$ cat src/rtl/dff_mem2_pkg.sv
// Shared types and constants for the tt_um_dff_mem2 flop-based scratch memory.
package dff_mem2_pkg;

  localparam int unsigned MIN_RAM_BYTES = 4;
  localparam int unsigned MAX_RAM_BYTES = 16;

  typedef enum logic [1:0] {
    OpIdle  = 2'b00,
    OpWrite = 2'b01,
    OpRead  = 2'b10,
    OpPtr   = 2'b11
  } op_e;

  typedef enum logic [1:0] {
    ModeDirect = 2'b00,
    ModeAuto   = 2'b01,
    ModeFifo   = 2'b10
  } mode_e;

  // Encoding 11 aliases DIRECT; 10 is DIRECT too when the FIFO is not built.
  function automatic mode_e decode_mode(input logic [1:0] sel, input bit fifo_en);
    case (sel)
      2'b01:   return ModeAuto;
      2'b10:   return fifo_en ? ModeFifo : ModeDirect;
      default: return ModeDirect;
    endcase
  endfunction

endpackage

$ cat src/rtl/dff_mem2_fifo_ctrl.sv
// FIFO pointer/occupancy tracker with sticky overflow/underflow error flag.
// Exposes next-state status so the top can register post-update flags.
module dff_mem2_fifo_ctrl
  import dff_mem2_pkg::*;
#(
  parameter int unsigned RAM_BYTES = 16,
  localparam int unsigned AW = $clog2(RAM_BYTES)
) (
  input  logic          clk,
  input  logic          rst_n,
  input  logic          push,
  input  logic          pop,
  input  logic          clear,
  output logic [AW-1:0] wr_ptr,
  output logic [AW-1:0] rd_ptr,
  output logic          push_ok,
  output logic          pop_ok,
  output logic [AW:0]   count_nxt,
  output logic          err_nxt,
  output logic          full_nxt,
  output logic          empty_nxt
);

  localparam logic [AW:0] FullCount = (AW + 1)'(RAM_BYTES);

  logic [AW-1:0] wr_ptr_q, wr_ptr_d;
  logic [AW-1:0] rd_ptr_q, rd_ptr_d;
  logic [AW:0]   count_q, count_d;
  logic          err_q, err_d;
  logic          full, empty;

  assign full    = (count_q == FullCount);
  assign empty   = (count_q == '0);
  assign push_ok = push && !full;
  assign pop_ok  = pop && !empty;

  always_comb begin
    wr_ptr_d = wr_ptr_q;
    rd_ptr_d = rd_ptr_q;
    count_d  = count_q;
    err_d    = err_q;
    if (clear) begin
      wr_ptr_d = '0;
      rd_ptr_d = '0;
      count_d  = '0;
      err_d    = 1'b0;
    end else if (push) begin
      if (full) begin
        err_d = 1'b1;
      end else begin
        wr_ptr_d = wr_ptr_q + 1'b1;
        count_d  = count_q + 1'b1;
      end
    end else if (pop) begin
      if (empty) begin
        err_d = 1'b1;
      end else begin
        rd_ptr_d = rd_ptr_q + 1'b1;
        count_d  = count_q - 1'b1;
      end
    end
  end

  always_ff @(posedge clk) begin
    if (!rst_n) begin
      wr_ptr_q <= '0;
      rd_ptr_q <= '0;
      count_q  <= '0;
      err_q    <= 1'b0;
    end else begin
      wr_ptr_q <= wr_ptr_d;
      rd_ptr_q <= rd_ptr_d;
      count_q  <= count_d;
      err_q    <= err_d;
    end
  end

  assign wr_ptr    = wr_ptr_q;
  assign rd_ptr    = rd_ptr_q;
  assign count_nxt = count_d;
  assign err_nxt   = err_d;
  assign full_nxt  = (count_d == FullCount);
  assign empty_nxt = (count_d == '0);

endmodule

$ cat src/rtl/tt_um_dff_mem2.sv
// Flop-based byte memory with DIRECT / AUTO-increment / optional FIFO addressing.
// Define DFF_MEM_FIFO_EN to build FIFO mode (ui_in[5:4] = 10).
module tt_um_dff_mem2
  import dff_mem2_pkg::*;
#(
  parameter int unsigned RAM_BYTES = 16
) (
  input  logic       clk,
  input  logic       rst_n,
  input  logic       ena,
  input  logic [7:0] ui_in,
  input  logic [7:0] uio_in,
  output logic [7:0] uio_out,
  output logic [7:0] uio_oe,
  output logic [7:0] uo_out
);

  localparam int unsigned AW = $clog2(RAM_BYTES);

`ifdef DFF_MEM_FIFO_EN
  localparam bit FifoEn = 1'b1;
`else
  localparam bit FifoEn = 1'b0;
`endif

  op_e           op;
  mode_e         mode;
  logic [AW-1:0] addr;
  logic          wr_drop;

  logic [7:0]    mem_q [RAM_BYTES];
  logic [AW-1:0] ap_q, ap_d;
  logic          rd_valid_q, rd_valid_d;
  logic [7:0]    uio_out_q, uio_out_d;
  logic [7:0]    uo_out_q, uo_out_d;

  logic          wr_en, rd_en;
  logic [AW-1:0] wr_addr, rd_addr;

  assign op      = ena ? op_e'(ui_in[7:6]) : OpIdle;
  assign mode    = decode_mode(ui_in[5:4], FifoEn);
  assign addr    = ui_in[AW-1:0];
  // A write landing while the bus is still turned around for read data is dropped.
  assign wr_drop = (op == OpWrite) && rd_valid_q;

`ifdef DFF_MEM_FIFO_EN
  logic          push, pop, clr;
  logic          push_ok, pop_ok;
  logic [AW-1:0] wr_ptr, rd_ptr;
  logic [AW:0]   count_nxt;
  logic          err_nxt, full_nxt, empty_nxt;

  assign push = (mode == ModeFifo) && (op == OpWrite) && !wr_drop;
  assign pop  = (mode == ModeFifo) && (op == OpRead);
  assign clr  = (mode == ModeFifo) && (op == OpPtr);

  dff_mem2_fifo_ctrl #(
    .RAM_BYTES(RAM_BYTES)
  ) u_fifo_ctrl (
    .clk       (clk),
    .rst_n     (rst_n),
    .push      (push),
    .pop       (pop),
    .clear     (clr),
    .wr_ptr    (wr_ptr),
    .rd_ptr    (rd_ptr),
    .push_ok   (push_ok),
    .pop_ok    (pop_ok),
    .count_nxt (count_nxt),
    .err_nxt   (err_nxt),
    .full_nxt  (full_nxt),
    .empty_nxt (empty_nxt)
  );
`endif

  always_comb begin
    wr_en   = 1'b0;
    rd_en   = 1'b0;
    wr_addr = addr;
    rd_addr = addr;
    ap_d    = ap_q;
    case (mode)
      ModeAuto: begin
        wr_addr = ap_q;
        rd_addr = ap_q;
        if (op == OpWrite && !wr_drop) begin
          wr_en = 1'b1;
          ap_d  = ap_q + 1'b1;
        end else if (op == OpRead) begin
          rd_en = 1'b1;
          ap_d  = ap_q + 1'b1;
        end else if (op == OpPtr) begin
          ap_d = addr;
        end
      end
`ifdef DFF_MEM_FIFO_EN
      ModeFifo: begin
        wr_en   = push_ok;
        wr_addr = wr_ptr;
        rd_en   = pop_ok;
        rd_addr = rd_ptr;
      end
`endif
      default: begin
        wr_en = (op == OpWrite) && !wr_drop;
        rd_en = (op == OpRead);
        if (op == OpPtr) ap_d = addr;
      end
    endcase
  end

  always_comb begin
    rd_valid_d = rd_valid_q;
    uio_out_d  = uio_out_q;
    if (op == OpWrite || op == OpPtr) rd_valid_d = 1'b0;
    if (rd_en) begin
      rd_valid_d = 1'b1;
      uio_out_d  = mem_q[rd_addr];
    end
  end

  always_comb begin
    uo_out_d = {3'b000, 5'(ap_d)};
`ifdef DFF_MEM_FIFO_EN
    if (mode == ModeFifo) begin
      uo_out_d = {empty_nxt, full_nxt, err_nxt, 5'(count_nxt)};
    end else begin
      uo_out_d = {2'b00, err_nxt, 5'(ap_d)};
    end
`endif
  end

  always_ff @(posedge clk) begin
    if (!rst_n) begin
      mem_q      <= '{default: '0};
      ap_q       <= '0;
      rd_valid_q <= 1'b0;
      uio_out_q  <= '0;
      uo_out_q   <= '0;
    end else begin
      if (wr_en) mem_q[wr_addr] <= uio_in;
      ap_q       <= ap_d;
      rd_valid_q <= rd_valid_d;
      uio_out_q  <= uio_out_d;
      uo_out_q   <= uo_out_d;
    end
  end

  assign uio_out = uio_out_q;
  assign uio_oe  = {8{rd_valid_q}};
  assign uo_out  = uo_out_q;

endmodule

$ cat config.mk
export PLATFORM = sky130hd
export DESIGN_NAME = tt_um_dff_mem2
export DESIGN_NICKNAME = d
export VERILOG_FILES = /design/src/rtl/dff_mem2_pkg.sv /design/src/rtl/dff_mem2_fifo_ctrl.sv /design/src/rtl/tt_um_dff_mem2.sv
export SDC_FILE = /design/constraint.sdc
export NUM_CORES = 1
export LEC_CHECK = 0
export ABC_AREA = 1
export BUFFER_PORTS_ARGS = -buffer_cell sky130_fd_sc_hd__buf_2
export CORE_MARGIN = 2
export CORE_UTILIZATION = 65
export CTS_BUF_LIST = sky130_fd_sc_hd__clkbuf_16
export DETAILED_ROUTE_END_ITERATION = 8
export PLACE_DENSITY = 0.85
export SETUP_SLACK_MARGIN = 0.1
export SLEW_MARGIN = 20
export SYNTH_ARGS = -nofsm -noshare
export SYNTH_HDL_FRONTEND = slang
export SYNTH_SLANG_ARGS = --single-unit
$ cat constraint.sdc
create_clock -name clk -period 5.1 [get_ports clk]
set_input_delay 0.765 -clock clk [delete_from_list [all_inputs] [get_ports clk]]
set_output_delay 0.765 -clock clk [all_outputs]
set_load 0.02 [all_outputs]
Yosys cells after proc, flatten, opt, wreduce, memory -nomap -nowiden
Cells that the tools add are included.
{ "totals": {"regBits": 145, "in_bits": 19, "out_inout_bits": 24, "wordCells": 55} }
{ "op_classes": {"n_eq_ne": 5, "n_mux": 20, "add_sub_neg": 1, "n_reduce_logical": 6, "magnitude_cmp": 2, "n_bitwise": 1} }
{ "ops": {"columns": ["operator", "count"], "rows": [
  ["128-bit bitwise mux", 1],
  ["8-bit binary-select mux with 4-bit select", 1],
  ["8-bit demux with 4-bit select", 1],
  ["8-bit 2-to-1 mux", 3],
  ["4-bit 2-to-1 mux", 5],
  ["1-bit 2-to-1 mux", 8],
  ["2-bit by 1-bit == test with 1-bit output, second input constant", 3],
  ["5-bit greater-or-equal comparator, second input constant", 1],
  ["5-bit by 1-bit < comparator with 1-bit output, second input constant", 1],
  ["4-bit inverter with 5-bit output", 1],
  ["4-bit by 1-bit adder with 4-bit output, second input constant", 1],
  ["2-bit == test, second input constant", 2],
  ["1-bit logical AND", 3],
  ["2-bit 2-to-1 mux", 1],
  ["2-bit nonzero test", 1],
  ["1-bit zero test", 1],
  ["1-bit logical OR", 1]
]} }

Depth between registers and ports, before layout
Gate-level depths: netlist (run 1).
{ "logic_depth": {"ltp_word": 10, "mapped_depth": 13, "ltp_nobuf": 12} }

Worst setup path before layout (run 1)
OpenSTA, ideal clock, no wires.
{ "synth_timing": {"path_kind": "input to register", "startpoint": "input port ui_in[5]", "endpoint": "register mem_q[0] in the netlist's numbering", "stages": 10, "arrival_time_ns": 1.930, "path_slack_ns": 3.055, "setup_ns": 0.116, "n_path_buf": 0, "required_time_ns": 4.984, "path_cell_list": "inv_2 nand2_4 o21ai_2 inv_2 nor3_1 inv_2 nor2_4 inv_2 nor2_1 nor2_1"} }
{ "synth_via": {"elab_chain_cells": 10, "word_cells_on_any_way": 12, "cone_classes": "2 x order compare; 2 x eq/ne; 6 x mux; 1 x bitwise; 1 x reduce/logical"} }
{ "synth_lines": {"columns": ["item", "line", "text"], "rows": [
  ["start, declared", "tt_um_dff_mem2.sv:11", "input logic [7:0] ui_in,"],
  ["2-bit by 1-bit == test with 1-bit output (*)", "dff_mem2_pkg.sv:22", "case (sel)"],
  ["1-bit 2-to-1 mux (*)", "dff_mem2_pkg.sv:22", null],
  ["2-bit by 1-bit == test with 1-bit output (*)", "tt_um_dff_mem2.sv:82", "case (mode)"],
  ["4-bit 2-to-1 mux", "tt_um_dff_mem2.sv:82", null],
  ["4-bit inverter with 5-bit output (implied by the code)", "tt_um_dff_mem2.sv:141", "if (wr_en) mem_q[wr_addr] <= uio_in;"],
  ["5-bit greater-or-equal comparator (implied by the code) / 5-bit by 1-bit < comparator with 1-bit output (equally long branches)", "tt_um_dff_mem2.sv:141", null],
  ["1-bit logical AND (implied by the code)", "tt_um_dff_mem2.sv:141", null],
  ["8-bit 2-to-1 mux (implied by the code)", "tt_um_dff_mem2.sv:141", null],
  ["8-bit demux with 4-bit select", "tt_um_dff_mem2.sv:141", null],
  ["128-bit bitwise mux", "tt_um_dff_mem2.sv:141", null],
  ["end signal, assigned by index", "tt_um_dff_mem2.sv:141", null],
  ["end, declared", "tt_um_dff_mem2.sv:31", "logic [7:0] mem_q [RAM_BYTES];"]
]} }
Every way passes the cells marked *; elsewhere a longest branch is shown, timed or not.
A chain may end at the register's enable or synchronous reset.

Worst setup path after layout (run 1)
{ "layout_timing": {"startpoint": "input port ui_in[5]", "endpoint": "register mem_q[72] in the netlist's numbering"} }
Same word-level chain as after synthesis.

==> impl_metrics.json, run 1 <==
{
  "tightest_slew_ps": 1090,
  "die_h_um": 106,
  "layout-drive-gt1-share_pct": 11.2,
  "root_buffer": "clkbuf_16",
  "cp_slowest_cell": "nand2_2",
  "grt_pass1_vias": 6087,
  "clock_path_buffers": 2,
  "synth_area_mm2": 0.00675,
  "fin_setup_tns_ps": 0,
  "start_kind": "primary input",
  "start_util_pct": 66.3,
  "die_area_mm2": 0.0112,
  "fin_util_pct": 73.4,
  "crit_top_cell": "nand2_2",
  "grt_max_degree": 76,
  "num_vias": 6771,
  "rsz0062_at_grt": "no",
  "layout_common_cells": "nand2_1 (267), nor2_1 (254), o21ai_0 (143)",
  "antenna_found_initial": 0,
  "core_mm2": 0.0102,
  "leakage_nw": 3.49,
  "antenna_cells": 0,
  "dpl.hpwl_um": 11500,
  "wl_per_cell_um": 15.9,
  "crit_family": "simple AND/OR/NAND/NOR gates",
  "place_inst": 1162,
  "fillers": 834,
  "crit_type": "in -> reg",
  "cp_num_buf_inv": 3,
  "die_x_um": 106,
  "power_density_mw_per_mm2": 350,
  "status": "complete, no violations",
  "cts_buffers": 17,
  "hold_violations": 0,
  "worstPathArrival_ps": 3350,
  "final_common_cell": "nand2_1",
  "cts_resized": 0,
  "path_clk_slew_ps": 60,
  "synthToLayoutAreaGrowth_pct": 10.8,
  "clock-sinks": 141,
  "ys_ff_latch": 141,
  "synth_area_per_cell_um2": 6.47,
  "num_rows": 37,
  "grt_pass1_wl_um": 30400,
  "drt_wl_total_um": 19000,
  "yosysWarnings": 0,
  "track_usage_pct": 34.7,
  "min_path_type": "reg -> reg",
  "gp_congestion": 0.904,
  "layoutNonFillerInstCount": 1194,
  "antenna_left": 0,
  "setup_viol": 0,
  "insertion_delay_ps": 430,
  "ys_types": 30,
  "place.port_buffers": 38,
  "htreeDepth": 4,
  "synth_cells": 1043,
  "pin_count": 43,
  "critPathMaxStageDelay_ps": 510,
  "drt_iter0_markers": 717,
  "fin_nets": 1065,
  "skew_ps": 6.32,
  "cts_tree": "done",
  "avgViaCountPerCell": 5.67,
  "first_pass_iters": 5,
  "peakVddDrop_mv": 0.228,
  "crit_required_ps": 5400,
  "hold_buffers": 0,
  "yosysSeqAreaShare_pct": 41.8,
  "maxSlewViolCount": 0,
  "post_cts_buffers": 0,
  "cp-end-kind": "flop",
  "slew_headroom_pct": 27.2,
  "timing.fmax_mhz": 328,
  "drc_errors": 0,
  "worstPathCellList": "buf_2, inv_2, nand2_4, nand2_2, nand2_2, buf_4, nor3_2, nand2_1, o21ai_0, a21oi_1",
  "maxCapViolations": 0,
  "grt-ovfl-total": 0,
  "fin_crit_sh_pct": 59.7,
  "period_needed_ps": 3050,
  "crit_fanout": 34
}
[power by group]
part	total (mW)	switching (mW)	internal [mW]
Sequential	1.13	0.0114	1.12
Combinational	0.210	0.164	0.0459
Clock	1.28	0.471	0.806
[kinds of logic (layout without fill, tap and decap cells)]
family          count (synthesis)  count (layout)  synth area share [%]
simple gates                  617             617                  37.7
compound gates                172             172                  13.2
flops                         141             141                  41.8
buf+inv                       109             121                  6.89
xor+xnor                        2               2                 0.259
fa+ha+maj                       1               1                 0.185
other cells                     1               4                0.0555
[registers in the layout, indices dropped and copies added (netlist names)]
| name | count |
|---|---|
| rd_valid_q | 1 |
| uio_out | 8 |
| mem_q | 128 |
| uo_out | 4 |
[routing by layer]
| metal | up-vias | track usage, % | share of wire (%) |
|---|---|---|---|
| li1 | 3311 | - | - |
| met1 | 3008 | 44.4 | 41 |
| met2 | 386 | 55.3 | 45 |
| met3 | 66 | 8.34 | 9.6 |
| met4 | 0 | 16.3 | 3.8 |
| met5 | - | 0 | 0 |
[final timing paths]
check,from,endpoint,slack (ps),cells past startpoint
worst min register to register,mem_q[94]$_SDFFE_PN0P_,mem_q[94]$_SDFFE_PN0P_,460,2
worst min-delay path,mem_q[94]$_SDFFE_PN0P_,mem_q[94]$_SDFFE_PN0P_,460,2
worst max-delay path,ui_in[5],mem_q[72]$_SDFFE_PN0P_,2050,10
worst max register to register,uo_out[0]$_SDFF_PN0_,mem_q[7]$_SDFFE_PN0P_,2280,10
[area by class of cell]
| cell class | instances | area (um^2) | share of cell area (%) |
|---|---|---|---|
| sequential | 141 | 2820 | 37.7 |
| clock inverter | 15 | 179 | 2.39 |
| clock buffer | 17 | 425 | 5.69 |
| tap | 136 | 170 | 2.28 |
| timing repair buffer | 44 | 235 | 3.14 |
| multi-input combinational | 796 | 3480 | 46.5 |
| inverter | 45 | 169 | 2.26 |
[metrics by stage]
step | hold WS, ps | cell area [um^2] | power (mW) | setup WS, ps
CTS | 456 | 7480 | 2.62 | 2110
global placement | 439 | 6870 | 1.36 | 1800
detailed placement | 446 | 6870 | 1.36 | 1740
global route | 472 | 7480 | 2.68 | 1810
finish | 455 | 7480 | 2.62 | 2050
floorplan | 425 | 6760 | 1.30 | 3050
[cells in the mapped netlist (all sizes together)]
| library cell | n | area [um^2] |
|---|---|---|
| o21ai | 153 | 785 |
| nor3 | 3 | 20.0 |
| clkbuf | 42 | 158 |
| a31oi | 1 | 6.26 |
| nand4 | 2 | 12.5 |
| xor2 | 1 | 8.76 |
| nand2 | 271 | 1030 |
| nor2 | 270 | 1120 |
| dfxtp | 141 | 2820 |
| buf | 22 | 139 |
| and3 | 1 | 6.26 |
| xnor2 | 1 | 8.76 |
| conb | 1 | 3.75 |
| nand3 | 70 | 350 |
| ha | 1 | 12.5 |
| a21oi | 16 | 80.1 |
| inv | 45 | 169 |
| a211oi | 1 | 7.51 |
| o211a | 1 | 10.0 |
[worst reg2reg max path: cells and delay by family (launching register included)]
kind	cells	cell delay (ps)
simple gates	6	1580
buf+inv	4	710
flops	1	440
(Power assumes the default switching activity.)
==> run 2: changes to the inputs <==
Settings changed: CORE_UTILIZATION 65 to 55, PLACE_DENSITY 0.85 to 0.76.
Clock period 5.1 ns to 2.6 ns, I/O delays scaled along.
==> run 2 against run 1 <==
Net effect:
- critical path depth unchanged
- clock-buffer cell count unchanged
- core utilization decreased by 11 points
- register-to-register slack got worse by 1700 ps
- sequential power increased by 96%
- clock skew about the same
- die area increased by 17%
- largest cell class unchanged
- routed wire length increased by 1.3%
- sequential cell count unchanged
==> impl_metrics.json, run 2 (same netlist as run 1, synthesis figures left out) <==
{
  "p_clk_share_pct": 47.1,
  "grt_max_degree": 142,
  "timing.fmax_mhz": 490,
  "drt_iter0_markers": 771,
  "hold_buffers": 0,
  "cp_slowest_cell": "dfxtp_1",
  "die_h_um": 115,
  "final_common_cell": "nand2_1",
  "crit_start": "uo_out[1]$_SDFF_PN0_",
  "largest_reg_flops": 128,
  "r2r-start": "uo_out[1]$_SDFF_PN0_",
  "seqCellArea_mm2": 0.00282,
  "root_buffer": "clkbuf_16",
  "maxSlewViolCount": 0,
  "period_needed_ps": 2040,
  "antenna_cells": 0,
  "intPower_mw": 3.71,
  "die_area_mm2": 0.0132,
  "p_switching_mw": 1.31,
  "setup_viol": 0,
  "insertion_delay_ps": 430,
  "layout_common_cells": "nand2_1 (267), nor2_1 (255), o21ai_0 (143)",
  "crit_top_cell": "nor2_1",
  "pin_count": 43,
  "drc_errors": 0,
  "first_pass_iters": 5,
  "synthToLayoutAreaGrowth_pct": 11.8,
  "cp-end-kind": "flop",
  "num_rows": 40,
  "peakVddDrop_mv": 0.526,
  "hold_violations": 0,
  "min_path_type": "in -> reg",
  "reg2reg_slack_ps": 560,
  "crit_family": "simple AND/OR/NAND/NOR gates",
  "power_density_mw_per_mm2": 664,
  "crit_fanout": 23,
  "gp_congestion": 0.935,
  "avgViaCountPerCell": 5.50,
  "worstPathArrival_ps": 2360,
  "crit_type": "reg -> reg",
  "grt_pass1_vias": 5966,
  "antenna_left": 0,
  "whs_ps": 250,
  "fillers": 1107,
  "start_util_pct": 56.2,
  "slew_headroom_pct": 64.5,
  "place.port_buffers": 38,
  "status": "complete, no violations",
  "crit_required_ps": 2920,
  "combPwrFrac_pct": 8.6,
  "top_register": "mem_q",
  "fin_crit_sh_pct": 78.4,
  "clock_path_buffers": 2,
  "cts_resized": 0,
  "die_x_um": 115,
  "drt_wl_total_um": 19200,
  "track_usage_pct": 30.4,
  "critPathMaxStageDelay_ps": 430,
  "path_clk_slew_ps": 60,
  "maxCapViolations": 0,
  "worstPathCellList": "inv_1, o21ai_2, buf_4, nor2_1, nand2_2, inv_2, nand2_1, inv_1, nor2_1, nor2_1",
  "clock-sinks": 141,
  "skew_ps": 6.66,
  "num_vias": 6687,
  "fin_util_pct": 62.8,
  "fin_nets": 1075,
  "antenna_found_initial": 0,
  "core_mm2": 0.0120,
  "cts_tree": "done",
  "tightest_slew_ps": 533,
  "cp_num_buf_inv": 4,
  "grt_pass1_wl_um": 30900,
  "p_sw_share_pct": 26.1,
  "worst_hold_startpoint": "ui_in[3]",
  "wl_per_cell_um": 15.8,
  "grt-ovfl-total": 0,
  "leakage_nw": 3.53,
  "post_cts_buffers": 0,
  "dpl.hpwl_um": 11900,
  "power_frac_seq_pct": 44.3,
  "layout-drive-gt1-share_pct": 12.2,
  "htreeDepth": 4,
  "start_kind": "flop",
  "rsz0062_at_grt": "no",
  "multi_input_area_mm2": 0.00348,
  "cts_buffers": 17,
  "fin_setup_tns_ps": 0
}
-- run 2: changes by cell type in the layout (fill, tap and decap cells not counted), moves of 2 or more --
cell / delta
inv_6: +2
buf_4: +9
clkinv_1: -3
bufinv_16: -2
clkinvlp_4: +2
-- run 2: layout make-up --
type                       count  area share [%]
multi-input combinational    796            46.1
inverter                      45            2.24
sequential                   141            37.4
tap                          147            2.44
clock inverter                15            1.96
clock buffer                  17            5.64
timing repair buffer          54            4.28
-- run 2: path summary, 6_finish.rpt --
check,endpoint,cells after the start
setup reg to reg,mem_q[24]$_SDFFE_PN0P_,10
hold reg to reg,mem_q[27]$_SDFFE_PN0P_,2
hold / removal,uo_out[3]$_SDFF_PN0_,3
setup / recovery,mem_q[24]$_SDFFE_PN0P_,10
-- run 2: metrics by stage --
| stage | power (mW) | cells | setup WS [ps] | cell area, um^2 |
|---|---|---|---|---|
| after global routing | 5.17 | 1215 | 371 | 7550 |
| after CTS | 5.03 | 1215 | 574 | 7550 |
| final | 5.01 | 1215 | 561 | 7550 |
| after detailed placement | 2.69 | 1183 | 407 | 6970 |
| after floorplan | 2.55 | 1046 | 869 | 6760 |
| after global placement | 2.69 | 1183 | 467 | 6970 |
-- run 2: power by group through the flow --
stage | combinational, mW | sequential, mW | clock (mW)
finish | 0.433 | 2.22 | 2.36
detailed placement | 0.423 | 2.27 | 0
floorplan | 0.280 | 2.27 | 0
global placement | 0.421 | 2.26 | 0
global route | 0.468 | 2.22 | 2.48
CTS | 0.425 | 2.22 | 2.39
-- run 2: worst register-to-register path, stage by stage (launching register included) --
cell and delay [ps]:
dfxtp_1 430, inv_1 80, o21ai_2 190, buf_4 290
nor2_1 110, nand2_2 150, inv_2 100, nand2_1 240
inv_1 170, nor2_1 120, nor2_1 50
-- run 2: per-layer routing --
| layer | global-route usage, % | up-vias | part of all wire, % |
|---|---|---|---|
| li1 | - | 3325 | - |
| met1 | 41.3 | 3005 | 44 |
| met2 | 46.5 | 300 | 45 |
| met3 | 6.27 | 57 | 7.5 |
| met4 | 14.2 | 0 | 3.8 |
| met5 | 0 | - | 0 |
==> run 3: changes to the inputs <==
Clock period 2.6 ns to 1.85 ns, I/O delays scaled along.
==> run 3 against run 2 <==
Net effect:
- clock skew fell by 1.9 ps
- sequential cell count did not move
- non-clock buffer count rose by 48
- critical path depth fell by 1
- largest power group unchanged
- largest cell class unchanged
==> impl_metrics.json, run 3 (same netlist as run 1, synthesis figures left out) <==
{
  "core_mm2": 0.0120,
  "drt-met1-wl_um": 8560,
  "antenna_found_initial": 0,
  "reg2reg_slack_ps": 150,
  "die_h_um": 115,
  "drt_iter0_markers": 795,
  "leakage_nw": 3.80,
  "dpl.hpwl_um": 12200,
  "first_pass_iters": 5,
  "start_util_pct": 56.2,
  "peakVddDrop_mv": 0.577,
  "antenna_left": 0,
  "avgViaCountPerCell": 5.51,
  "htreeDepth": 4,
  "grt_pass1_wl_um": 31300,
  "fillers": 1067,
  "crit_type": "reg -> reg",
  "slew_headroom_pct": 63.4,
  "grt_pass1_vias": 6247,
  "root_buffer": "clkbuf_16",
  "min_path_type": "in -> reg",
  "clock_path_buffers": 2,
  "tightest_slew_ps": 549,
  "crit_path_end": "mem_q[33]$_SDFFE_PN0P_",
  "layoutNonFillerInstCount": 1262,
  "period_needed_ps": 1700,
  "clock-sinks": 141,
  "hold_buffers": 0,
  "layout-drive-gt1-share_pct": 16.9,
  "num_rows": 40,
  "path_clk_slew_ps": 60,
  "insertion_delay_ps": 430,
  "rr_endpoint": "mem_q[33]$_SDFFE_PN0P_",
  "fin_crit_sh_pct": 91.9,
  "track_usage_pct": 30.7,
  "place_inst": 1211,
  "drc_errors": 0,
  "cp-end-kind": "flop",
  "start_kind": "flop",
  "final_common_cell": "nand2_1",
  "timing.fmax_mhz": 588,
  "final_cell_area_mm2": 0.00799,
  "hold_violations": 0,
  "maxCapViolations": 0,
  "cts_tree": "done",
  "setup_viol": 0,
  "synthToLayoutAreaGrowth_pct": 18.3,
  "skew_ps": 4.77,
  "num_vias": 6952,
  "setup_ws_ps": 151,
  "gp_congestion": 0.908,
  "crit_start": "uo_out[1]$_SDFF_PN0_",
  "multi_input_area_mm2": 0.00354,
  "die_x_um": 115,
  "rsz0062_at_grt": "yes",
  "wl_met3_um": 1700,
  "die_area_mm2": 0.0132,
  "ff2ff_path_depth": 9,
  "r2r-start": "uo_out[1]$_SDFF_PN0_",
  "crit_required_ps": 2210,
  "placed_area_mm2": 0.00720,
  "highest_layer": "met4",
  "drt_wl_total_um": 19900,
  "antenna_cells": 0,
  "seqCellArea_mm2": 0.00282,
  "power_density_mw_per_mm2": 898,
  "maxSlewViolCount": 0,
  "place_ws_ps": -4.50,
  "wl_met2_um": 8960,
  "largest_reg_flops": 128,
  "wl_per_cell_um": 15.8,
  "worstPathArrival_ps": 2060,
  "crit_fanout": 7,
  "layout_common_cells": "nand2_1 (265), nor2_1 (252), o21ai_0 (143)",
  "status": "complete, no violations",
  "fin_nets": 1123,
  "grt-ovfl-total": 0,
  "fin_setup_tns_ps": 0,
  "cts_buffers": 17,
  "place.port_buffers": 38,
  "pin_count": 43,
  "grt_max_degree": 142,
  "top_register": "mem_q"
}
run 3: cell count changes in the layout (fill, tap and decap cells not counted), sizes merged:
cell,change
buf,+48
clkinv,+2
clkinvlp,-1
bufinv,+1
inv,-3
run 3: worst max-delay path, stage by stage, from the launching register on:
cell	delay (ps)
dfxtp_1	330
inv_1	50
o21ai_2	170
inv_2	110
nor3_4	240
inv_4	100
nor2_4	240
buf_4	160
o21ai_0	70
nor2_1	150
run 3: power breakdown:
group | internal, mW | switching, mW | total [mW]
Combinational | 0.196 | 0.495 | 0.690
Sequential | 3.09 | 0.0253 | 3.11
Clock | 2.09 | 1.29 | 3.37
run 3: metal layers:
layer	GRT usage, %	vias to the layer above
li1	-	3429
met1	40.1	3121
met2	48.6	342
met3	6.85	60
met4	14.1	0
met5	0	-
run 3: cell type report:
type                    instances  area share, %
multi-input cells             796           44.2
flip-flops and latches        141           35.3
repair buffers                102           8.71
clock buffers                  17           5.32
well taps                     147           2.30
inverters                      45           2.18
clock inverters                14           1.93
run 3: how the worst min path moves through the flow:
stage | start | endpoint | slack [ps] | cells after the start
6_report | ui_in[3] | uo_out[3]$_SDFF_PN0_ | 160 | 3
5_1_grt | ui_in[3] | uo_out[3]$_SDFF_PN0_ | 170 | 3
4_1_cts | ui_in[3] | uo_out[3]$_SDFF_PN0_ | 150 | 3
3_5_place_dp | mem_q[15]$_SDFFE_PN0P_ | mem_q[15]$_SDFFE_PN0P_ | 440 | 2
3_3_place_gp | mem_q[73]$_SDFFE_PN0P_ | mem_q[73]$_SDFFE_PN0P_ | 440 | 2
2_1_floorplan | uio_in[0] | mem_q[104]$_SDFFE_PN0P_ | 410 | 2
run 3: through the flow:
step	util (%)	total power [mW]	hold WS, ps
floorplan	-	3.59	412
global placement	59.9	3.81	435
detailed placement	59.9	3.82	441
CTS	64.9	7.16	150
global route	66.5	7.38	167
finish	66.5	7.18	163
run 3: repair_timing:
item | 4_1_cts | 5_1_grt
setup endpoints to repair | 7 | 123
setup buffers | 3 | 17
pin swaps | 1 | 14
hold endpoints to repair | 0 | 0
gates resized for setup | 1 | 19
